<file path="config.mk">
export PLATFORM = sky130hd
export DESIGN_NAME = spw_pio_link_bridge
export DESIGN_NICKNAME = d
export VERILOG_FILES = /design/src/rtl/spw_pio_link_bridge.sv
export SDC_FILE = /design/constraint.sdc
export NUM_CORES = 1
export LEC_CHECK = 0
export CORE_MARGIN = 2
export CORE_UTILIZATION = 29
export DETAILED_ROUTE_END_ITERATION = 10
export GPL_ROUTABILITY_DRIVEN = 0
export SLEW_MARGIN = 20
export SYNTH_ARGS = -nofsm -noshare
export SYNTH_HDL_FRONTEND = slang
export SYNTH_HIERARCHICAL = 1
export SYNTH_SLANG_ARGS = --single-unit
</file>
<file path="constraint.sdc">
create_clock -name clk_clk -period 1.8 [get_ports clk_clk]
set_clock_uncertainty 0.1 [all_clocks]
set_input_delay 0.36 -clock clk_clk [delete_from_list [all_inputs] [get_ports clk_clk]]
set_output_delay 0.36 -clock clk_clk [all_outputs]
set_load 0.03 [all_outputs]
</file>
<file path="src/rtl/spw_pio_link_bridge.sv">
// Bridge between level-based Qsys PIO handshakes and the strobe-based FIFO-less SpaceWire codec.
// Optional time-code paths are compiled in with `define SPW_PIO_TIMECODE_EN.

module spw_pio_tx_path #(
   parameter int W           = 9,
   parameter int TIMEOUT_CYC = 1023
) (
   input  logic         clk,
   input  logic         rst_n,
   input  logic         arm,
   input  logic         req,
   input  logic [W-1:0] req_data,
   input  logic         codec_ready,
   output logic         codec_write,
   output logic [W-1:0] codec_data,
   output logic         sw_ready,
   output logic         timeout
);
   typedef enum logic [1:0] {TX_IDLE, TX_WAIT, TX_STROBE, TX_DONE} tx_state_t;

   localparam int CNT_W = (TIMEOUT_CYC > 1) ? $clog2(TIMEOUT_CYC) : 1;
   localparam logic [CNT_W-1:0] CNT_LAST = CNT_W'((TIMEOUT_CYC > 0) ? TIMEOUT_CYC - 1 : 0);

   tx_state_t        state_r, state_nx_s;
   logic             req_prev_r;
   logic             rise_s;
   logic             expire_s;
   logic [CNT_W-1:0] cnt_r;
   logic [W-1:0]     data_r;
   logic             write_r, ready_r, timeout_r;

   assign rise_s      = arm & req & ~req_prev_r;
   assign codec_write = write_r;
   assign codec_data  = data_r;
   assign sw_ready    = ready_r;
   assign timeout     = timeout_r;

   // Next-state logic; dropping the request level in WAIT aborts silently
   always_comb begin
      state_nx_s = state_r;
      expire_s   = 1'b0;
      case (state_r)
         TX_IDLE: begin
            if (rise_s) state_nx_s = TX_WAIT;
            else        state_nx_s = TX_IDLE;
         end
         TX_WAIT: begin
            if (!req) begin
               state_nx_s = TX_IDLE;
            end else if (codec_ready) begin
               state_nx_s = TX_STROBE;
            end else if ((TIMEOUT_CYC != 0) && (cnt_r == CNT_LAST)) begin
               expire_s   = 1'b1;
               state_nx_s = TX_IDLE;
            end else begin
               state_nx_s = TX_WAIT;
            end
         end
         TX_STROBE: state_nx_s = TX_DONE;
         TX_DONE: begin
            if (!req) state_nx_s = TX_IDLE;
            else      state_nx_s = TX_DONE;
         end
         default: state_nx_s = TX_IDLE;
      endcase
   end

   // State register, registered outputs decoded from the next state, timeout counter
   always_ff @(posedge clk or negedge rst_n) begin
      if (!rst_n) begin
         state_r    <= TX_IDLE;
         req_prev_r <= 1'b0;
         cnt_r      <= '0;
         data_r     <= '0;
         write_r    <= 1'b0;
         ready_r    <= 1'b0;
         timeout_r  <= 1'b0;
      end else begin
         state_r    <= state_nx_s;
         req_prev_r <= req;
         write_r    <= (state_nx_s == TX_STROBE);
         ready_r    <= (state_nx_s == TX_DONE);
         if ((state_r == TX_IDLE) && rise_s) begin
            data_r <= req_data;
            cnt_r  <= '0;
         end else if (state_r == TX_WAIT) begin
            cnt_r <= cnt_r + CNT_W'(1);
         end
         if (rise_s)        timeout_r <= 1'b0;
         else if (expire_s) timeout_r <= 1'b1;
      end
   end
endmodule

module spw_pio_link_bridge #(
   parameter int DATA_W      = 9,
   parameter int TC_W        = 8,
   parameter int TIMEOUT_CYC = 1023,
   parameter int OVR_W       = 8
) (
   input  logic              clk_clk,
   input  logic              reset_reset_n,
   input  logic [DATA_W-1:0] sw_tx_data,
   input  logic              sw_tx_en,
   output logic              sw_tx_ready,
   output logic              tx_timeout,
   input  logic              codec_tx_ready,
   output logic              codec_tx_write,
   output logic [DATA_W-1:0] codec_tx_data,
   input  logic              codec_rx_valid,
   input  logic [DATA_W-1:0] codec_rx_data,
   output logic [DATA_W-1:0] sw_rx_data,
   output logic              sw_rx_ready,
   input  logic              sw_rx_ack,
`ifdef SPW_PIO_TIMECODE_EN
   input  logic [TC_W-1:0]   sw_tc_data,
   input  logic              sw_tc_en,
   output logic              sw_tc_ready,
   output logic              codec_tc_write,
   output logic [TC_W-1:0]   codec_tc_data,
   input  logic              codec_tc_ready,
   input  logic              codec_tc_valid,
   input  logic [TC_W-1:0]   codec_tc_rx,
   output logic [TC_W-1:0]   sw_tc_rx,
   output logic              sw_tc_rx_ready,
`endif
   output logic [OVR_W-1:0]  rx_overrun_cnt
);
   logic              arm_r;
   logic              ack_prev_r;
   logic              ack_rise_s;
   logic              rx_take_s, rx_drop_s;
   logic [DATA_W-1:0] rx_data_r;
   logic              rx_ready_r;
   logic [OVR_W-1:0]  ovr_r;

   // Edge detectors only arm one cycle after reset so a level held through reset is not a rise
   always_ff @(posedge clk_clk or negedge reset_reset_n) begin
      if (!reset_reset_n) arm_r <= 1'b0;
      else                arm_r <= 1'b1;
   end

   spw_pio_tx_path #(.W(DATA_W), .TIMEOUT_CYC(TIMEOUT_CYC)) u_tx (
      .clk         (clk_clk),
      .rst_n       (reset_reset_n),
      .arm         (arm_r),
      .req         (sw_tx_en),
      .req_data    (sw_tx_data),
      .codec_ready (codec_tx_ready),
      .codec_write (codec_tx_write),
      .codec_data  (codec_tx_data),
      .sw_ready    (sw_tx_ready),
      .timeout     (tx_timeout)
   );

   assign ack_rise_s = arm_r & sw_rx_ack & ~ack_prev_r;

   // An ack rise frees the holding register in the same cycle a new char may arrive
   always_comb begin
      rx_take_s = 1'b0;
      rx_drop_s = 1'b0;
      if (codec_rx_valid) begin
         rx_take_s = ~rx_ready_r | ack_rise_s;
         rx_drop_s = rx_ready_r & ~ack_rise_s;
      end else begin
         rx_take_s = 1'b0;
         rx_drop_s = 1'b0;
      end
   end

   // RX holding register and saturating overrun counter
   always_ff @(posedge clk_clk or negedge reset_reset_n) begin
      if (!reset_reset_n) begin
         ack_prev_r <= 1'b0;
         rx_data_r  <= '0;
         rx_ready_r <= 1'b0;
         ovr_r      <= '0;
      end else begin
         ack_prev_r <= sw_rx_ack;
         if (rx_take_s) begin
            rx_data_r  <= codec_rx_data;
            rx_ready_r <= 1'b1;
         end else if (ack_rise_s) begin
            rx_ready_r <= 1'b0;
         end
         if (rx_drop_s && (ovr_r != {OVR_W{1'b1}})) ovr_r <= ovr_r + OVR_W'(1);
      end
   end

   assign sw_rx_data     = rx_data_r;
   assign sw_rx_ready    = rx_ready_r;
   assign rx_overrun_cnt = ovr_r;

`ifdef SPW_PIO_TIMECODE_EN
   logic [TC_W-1:0] tc_rx_r;
   logic            tc_rx_ready_r;

   spw_pio_tx_path #(.W(TC_W), .TIMEOUT_CYC(TIMEOUT_CYC)) u_tc_tx (
      .clk         (clk_clk),
      .rst_n       (reset_reset_n),
      .arm         (arm_r),
      .req         (sw_tc_en),
      .req_data    (sw_tc_data),
      .codec_ready (codec_tc_ready),
      .codec_write (codec_tc_write),
      .codec_data  (codec_tc_data),
      .sw_ready    (sw_tc_ready),
      .timeout     ()
   );

   // Newest received time-code always overwrites the held one
   always_ff @(posedge clk_clk or negedge reset_reset_n) begin
      if (!reset_reset_n) begin
         tc_rx_r       <= '0;
         tc_rx_ready_r <= 1'b0;
      end else if (codec_tc_valid) begin
         tc_rx_r       <= codec_tc_rx;
         tc_rx_ready_r <= 1'b1;
      end
   end

   assign sw_tc_rx       = tc_rx_r;
   assign sw_tc_rx_ready = tc_rx_ready_r;
`endif
endmodule

</file>
==> run summary <==
The flow ran to the end, and the final reports show no timing, DRC or antenna violations. The number of antenna violations at the first check in global routing is 0. The power share of the clock group is 0.196.

The antenna cell count is 0. The half-perimeter wire length of the detailed placement result came out at 2.797 mm. The tree built by TritonCTS fans out to 45 sinks. In this run, CTS created clock tree buffers numbering 5. The kind of cell with the highest combined delay along the critical path is buffers and inverters.

In the synthesized netlist the dominant register cell turns out to be dfrtp_1. The via count of the first global-routing pass came out at 1478. Of the total synthesized cell area, the portion taken by XOR and XNOR cells is 0.01311. The total global-route track usage is 0.1091. After filler insertion, the fill cell instance count of the layout stands at 678. Of the total power, the share spent switching nets is 0.3783.

The pre-antenna-repair detailed-routing pass consisted of 4 iterations. The area taken by flip-flops and latches is 1126 um2. In this run the most critical hold path is launched from u_tx/cnt_r[7]. The slack of the critical path came out at 0.04741 ns. The fraction of the core area covered by cells at the end of the flow came out at 0.4243. The initial core utilization came out at 0.2967. In the synthesized netlist the async set-or-reset flop fraction comes to 1.000.

In the final layout, the share of cells above drive strength 1 is 0.1623. The DRC violation count after routing came out at 0. In this run the power spent charging and discharging nets is 1.529 mW.

The total detailed-routing wirelength is 3.926 mm. Setup repair after global routing left no endpoint under its margin. The worst setup path is captured at an output pin.

The worst setup path is launched from a register. In this run the cell area of the synthesized design comes to 2004 um2. The violation count after the first detailed-routing iteration is 54.

The area share of and/or/nand/nor cells after synthesis came out at 0.1573. Across the run, the number of max-cap violations was 0. The number of max-slew violations in the final report came out at 0. The power density of the placed cells came out at 1410 nW/um2.

The floorplan step defined a core boundary enclosing 6756 um2. The share of total power dissipated in combinational logic is 0.421. The wire length per cell after detailed routing came out at 12.75 um. The total leakage power is 1.461 nW. Together, buffers and inverters on the worst path number 1.

The final number of hold-violating endpoints came out at 0. In this run the critical register-to-register path is launched from rx_overrun_cnt[0]. Counting every instance in the synthesized netlist gives 159. The via count normalized by instance count came out at 4.705. Cell internal power was estimated by the tool at 2.514 mW.

The register clock-pin slew on the reported worst setup and hold paths is 0.09 ns. By area, the combinational part of the netlist is dominated by multiplexers. The launching instance or port of the critical path is u_tx/codec_write. The average instance area after synthesis came out at 12.61 um2. The wire length of the first global-routing pass came out at 6.520 mm. The setup path with the least slack is of type register to output pin. The register bit count reported by yosys is 45. The number of flops mapped to enable cells by yosys is 0. The post-synthesis cell type count came out at 43. The fraction of the mapped netlist area in adder cells is 0.01873. Across all layers, the routed design uses 1449 vias. The longest clock path from root to sink contains 2 buffers. The final period utilization is 0.9737.

Post-CTS timing repair inserted 0 buffers for setup. The die covers 7593 um2. Global routing finished with a remaining overflow of 0.

TritonCTS built the clock tree. The worst-case hold slack came out at 0.3674 ns. The endpoint arrival time on the critical path came out at 1.29 ns. The remaining number of nets flagged by the antenna check after routing is 0. The die outline width came out at 87.14 um.

Setup violations remaining at the end of the flow were counted as 0. The type of the worst min-delay path is register to register. Summing all multi-input logic gate instances after layout gives 834.6 um2. The final critical-path required period came out at 1.753 ns. In this run the count of I/O pins placed on the die edge is 54. Traced cell by cell, the critical path runs through clkdlybuf4s50_1. Of the synthesized area, sequential elements account for 0.5618.

The pin count of the biggest net entering global routing came out at 46. In this run the core area contains 30 standard-cell rows. The share of power burned in registers is 0.383. The multiplexer area fraction after synthesis is 0.1604.

The insertion delay to the later sink of the worst-skew pair is 0.29 ns. Along the worst path, the maximum fanout reaches 1. The pre-CTS setup slack is -0.1642 ns. The synthesized netlist net count came out at 186.

The vertical die dimension came out at 87.14 um. The largest single stage delay on the critical path is 0.66 ns. Timing would allow up to 0.5706 GHz. The peak supply drop came out at 0.6269 mV. The required time at the endpoint of the critical path is 1.34 ns. The number of buffers inserted by port buffering came out at 53.

Compared with the post-synthesis result, the final layout area differs by 43.01%. The largest individual stage delay along the critical path comes from the cell clkdlybuf4s50_1. The number of H-tree levels is 2.

The Yosys step of the flow raised 6 warnings. The final layout contains 254 nets. The complex-gate fraction of the synthesized area came to 0.06492. The tree is rooted in a clkbuf_8.
[cells in the mapped netlist (3+ instances only)]
library cell  number  area, um2
a21oi_1            3      15.01
and4_1             3      26.28
dfrtp_1           45       1126
ha_1               3      37.54
inv_1              4      15.01
mux2_1            11      123.9
mux2_2            10      112.6
mux2i_1            7      70.07
nand2_1            9      33.78
nand2b_1           3      18.77
nand3_1            6      30.03
nand3b_1           3      22.52
nand4_1            3      18.77
nor2_1             3      11.26
nor3_1             4      20.02
o21ai_0            9      45.04
[flip-flops by register name, summed over array words and instances, names as in the netlist, 2 cells and up]
signal and cells:
u_tx/cnt_r 10, sw_rx_data 9, u_tx/codec_data 9, rx_overrun_cnt 8, u_tx/state_r 2
[per-stage QoR]
stage	area, um2	cells	setup TNS, ns	total power, mW
2_1_floorplan	2004	159	0	2.616
3_3_place_gp	2709	299	-2.134	3.367
3_5_place_dp	2709	299	-2.633	3.390
4_1_cts	2824	308	0	4.133
5_1_grt	2867	308	0	4.302
6_report	2867	308	0	4.043
[power by group through the flow]
| stage | logic (mW) | clock network [mW] | registers [mW] |
|---|---|---|---|
| global route | 1.83 | 0.874 | 1.60 |
| detailed placement | 1.81 | 0 | 1.58 |
| global placement | 1.79 | 0 | 1.57 |
| CTS | 1.75 | 0.828 | 1.56 |
| floorplan | 0.569 | 0 | 2.05 |
| finish | 1.70 | 0.793 | 1.55 |
[cell type report]
class | instances | area share
inverters | 4 | 0.005238
well taps | 80 | 0.03492
clock inverters | 2 | 0.01309
flip-flops and latches | 45 | 0.3928
multi-input cells | 106 | 0.2911
clock buffers | 6 | 0.02881
repair buffers | 65 | 0.2340
[layer usage]
metal	global-route usage	vias to the layer above	part of all wire
met5	0	-	0
met4	0.03776	0	0.0097
met3	0.03412	5	0.052
met2	0.1679	31	0.45
met1	0.1454	706	0.49
li1	-	707	-
[cell usage in the layout (no fill, tap or decap), drive strengths merged, types with 2 or more instances in the layout]
cell            n
and3            2
inv             4
dlygate4sd2    12
ha              3
nor2            4
nand2b          3
or2b            2
xor2            2
a21oi           3
nand3b          4
o21ai           9
buf            12
nand3           6
and4            4
nand2          10
mux2           22
and2            2
clkdlybuf4s50  23
dfrtp          45
nor3            4
clkbuf          6
nand4           3
mux2i           7
dlymetal6s2s   17
o211ai          2
[logic make-up (layout without fill, tap and decap cells)]
family                   count (synthesis)  count (layout)
AND/OR/NAND/NOR                         49              49
buffers and inverters                    8              77
AO/OA/AOI/OAI                           21              21
other                                    1               1
adder cells (fa/ha/maj)                  3               3
flip-flops                              45              45
multiplexers                            29              29
XOR/XNOR                                 3               3
[path summary, 6_finish.rpt]
path	end	slack, ns	depth (start not counted)
worst min register to register	u_tx/cnt_r[7]	0.37	1
min in group asynchronous	u_tx/codec_data[7]	0.46	3
max in group asynchronous	sw_rx_data[4]	0.92	3
worst min-delay path	u_tx/cnt_r[7]	0.37	1
worst max register to register	rx_overrun_cnt[6]	0.22	4
worst max-delay path	codec_tx_write	0.05	1
[repair_timing]
item / 4_1_cts / 5_1_grt
resized for setup: 12 / 17
pin swaps: 0 / 0
setup endpoints to repair: 12 / 17
endpoints found under the hold margin: 45 / 0
hold buffers: 1 / 0
cloned: 0 / 0
Power figures use the tool's default switching activity.
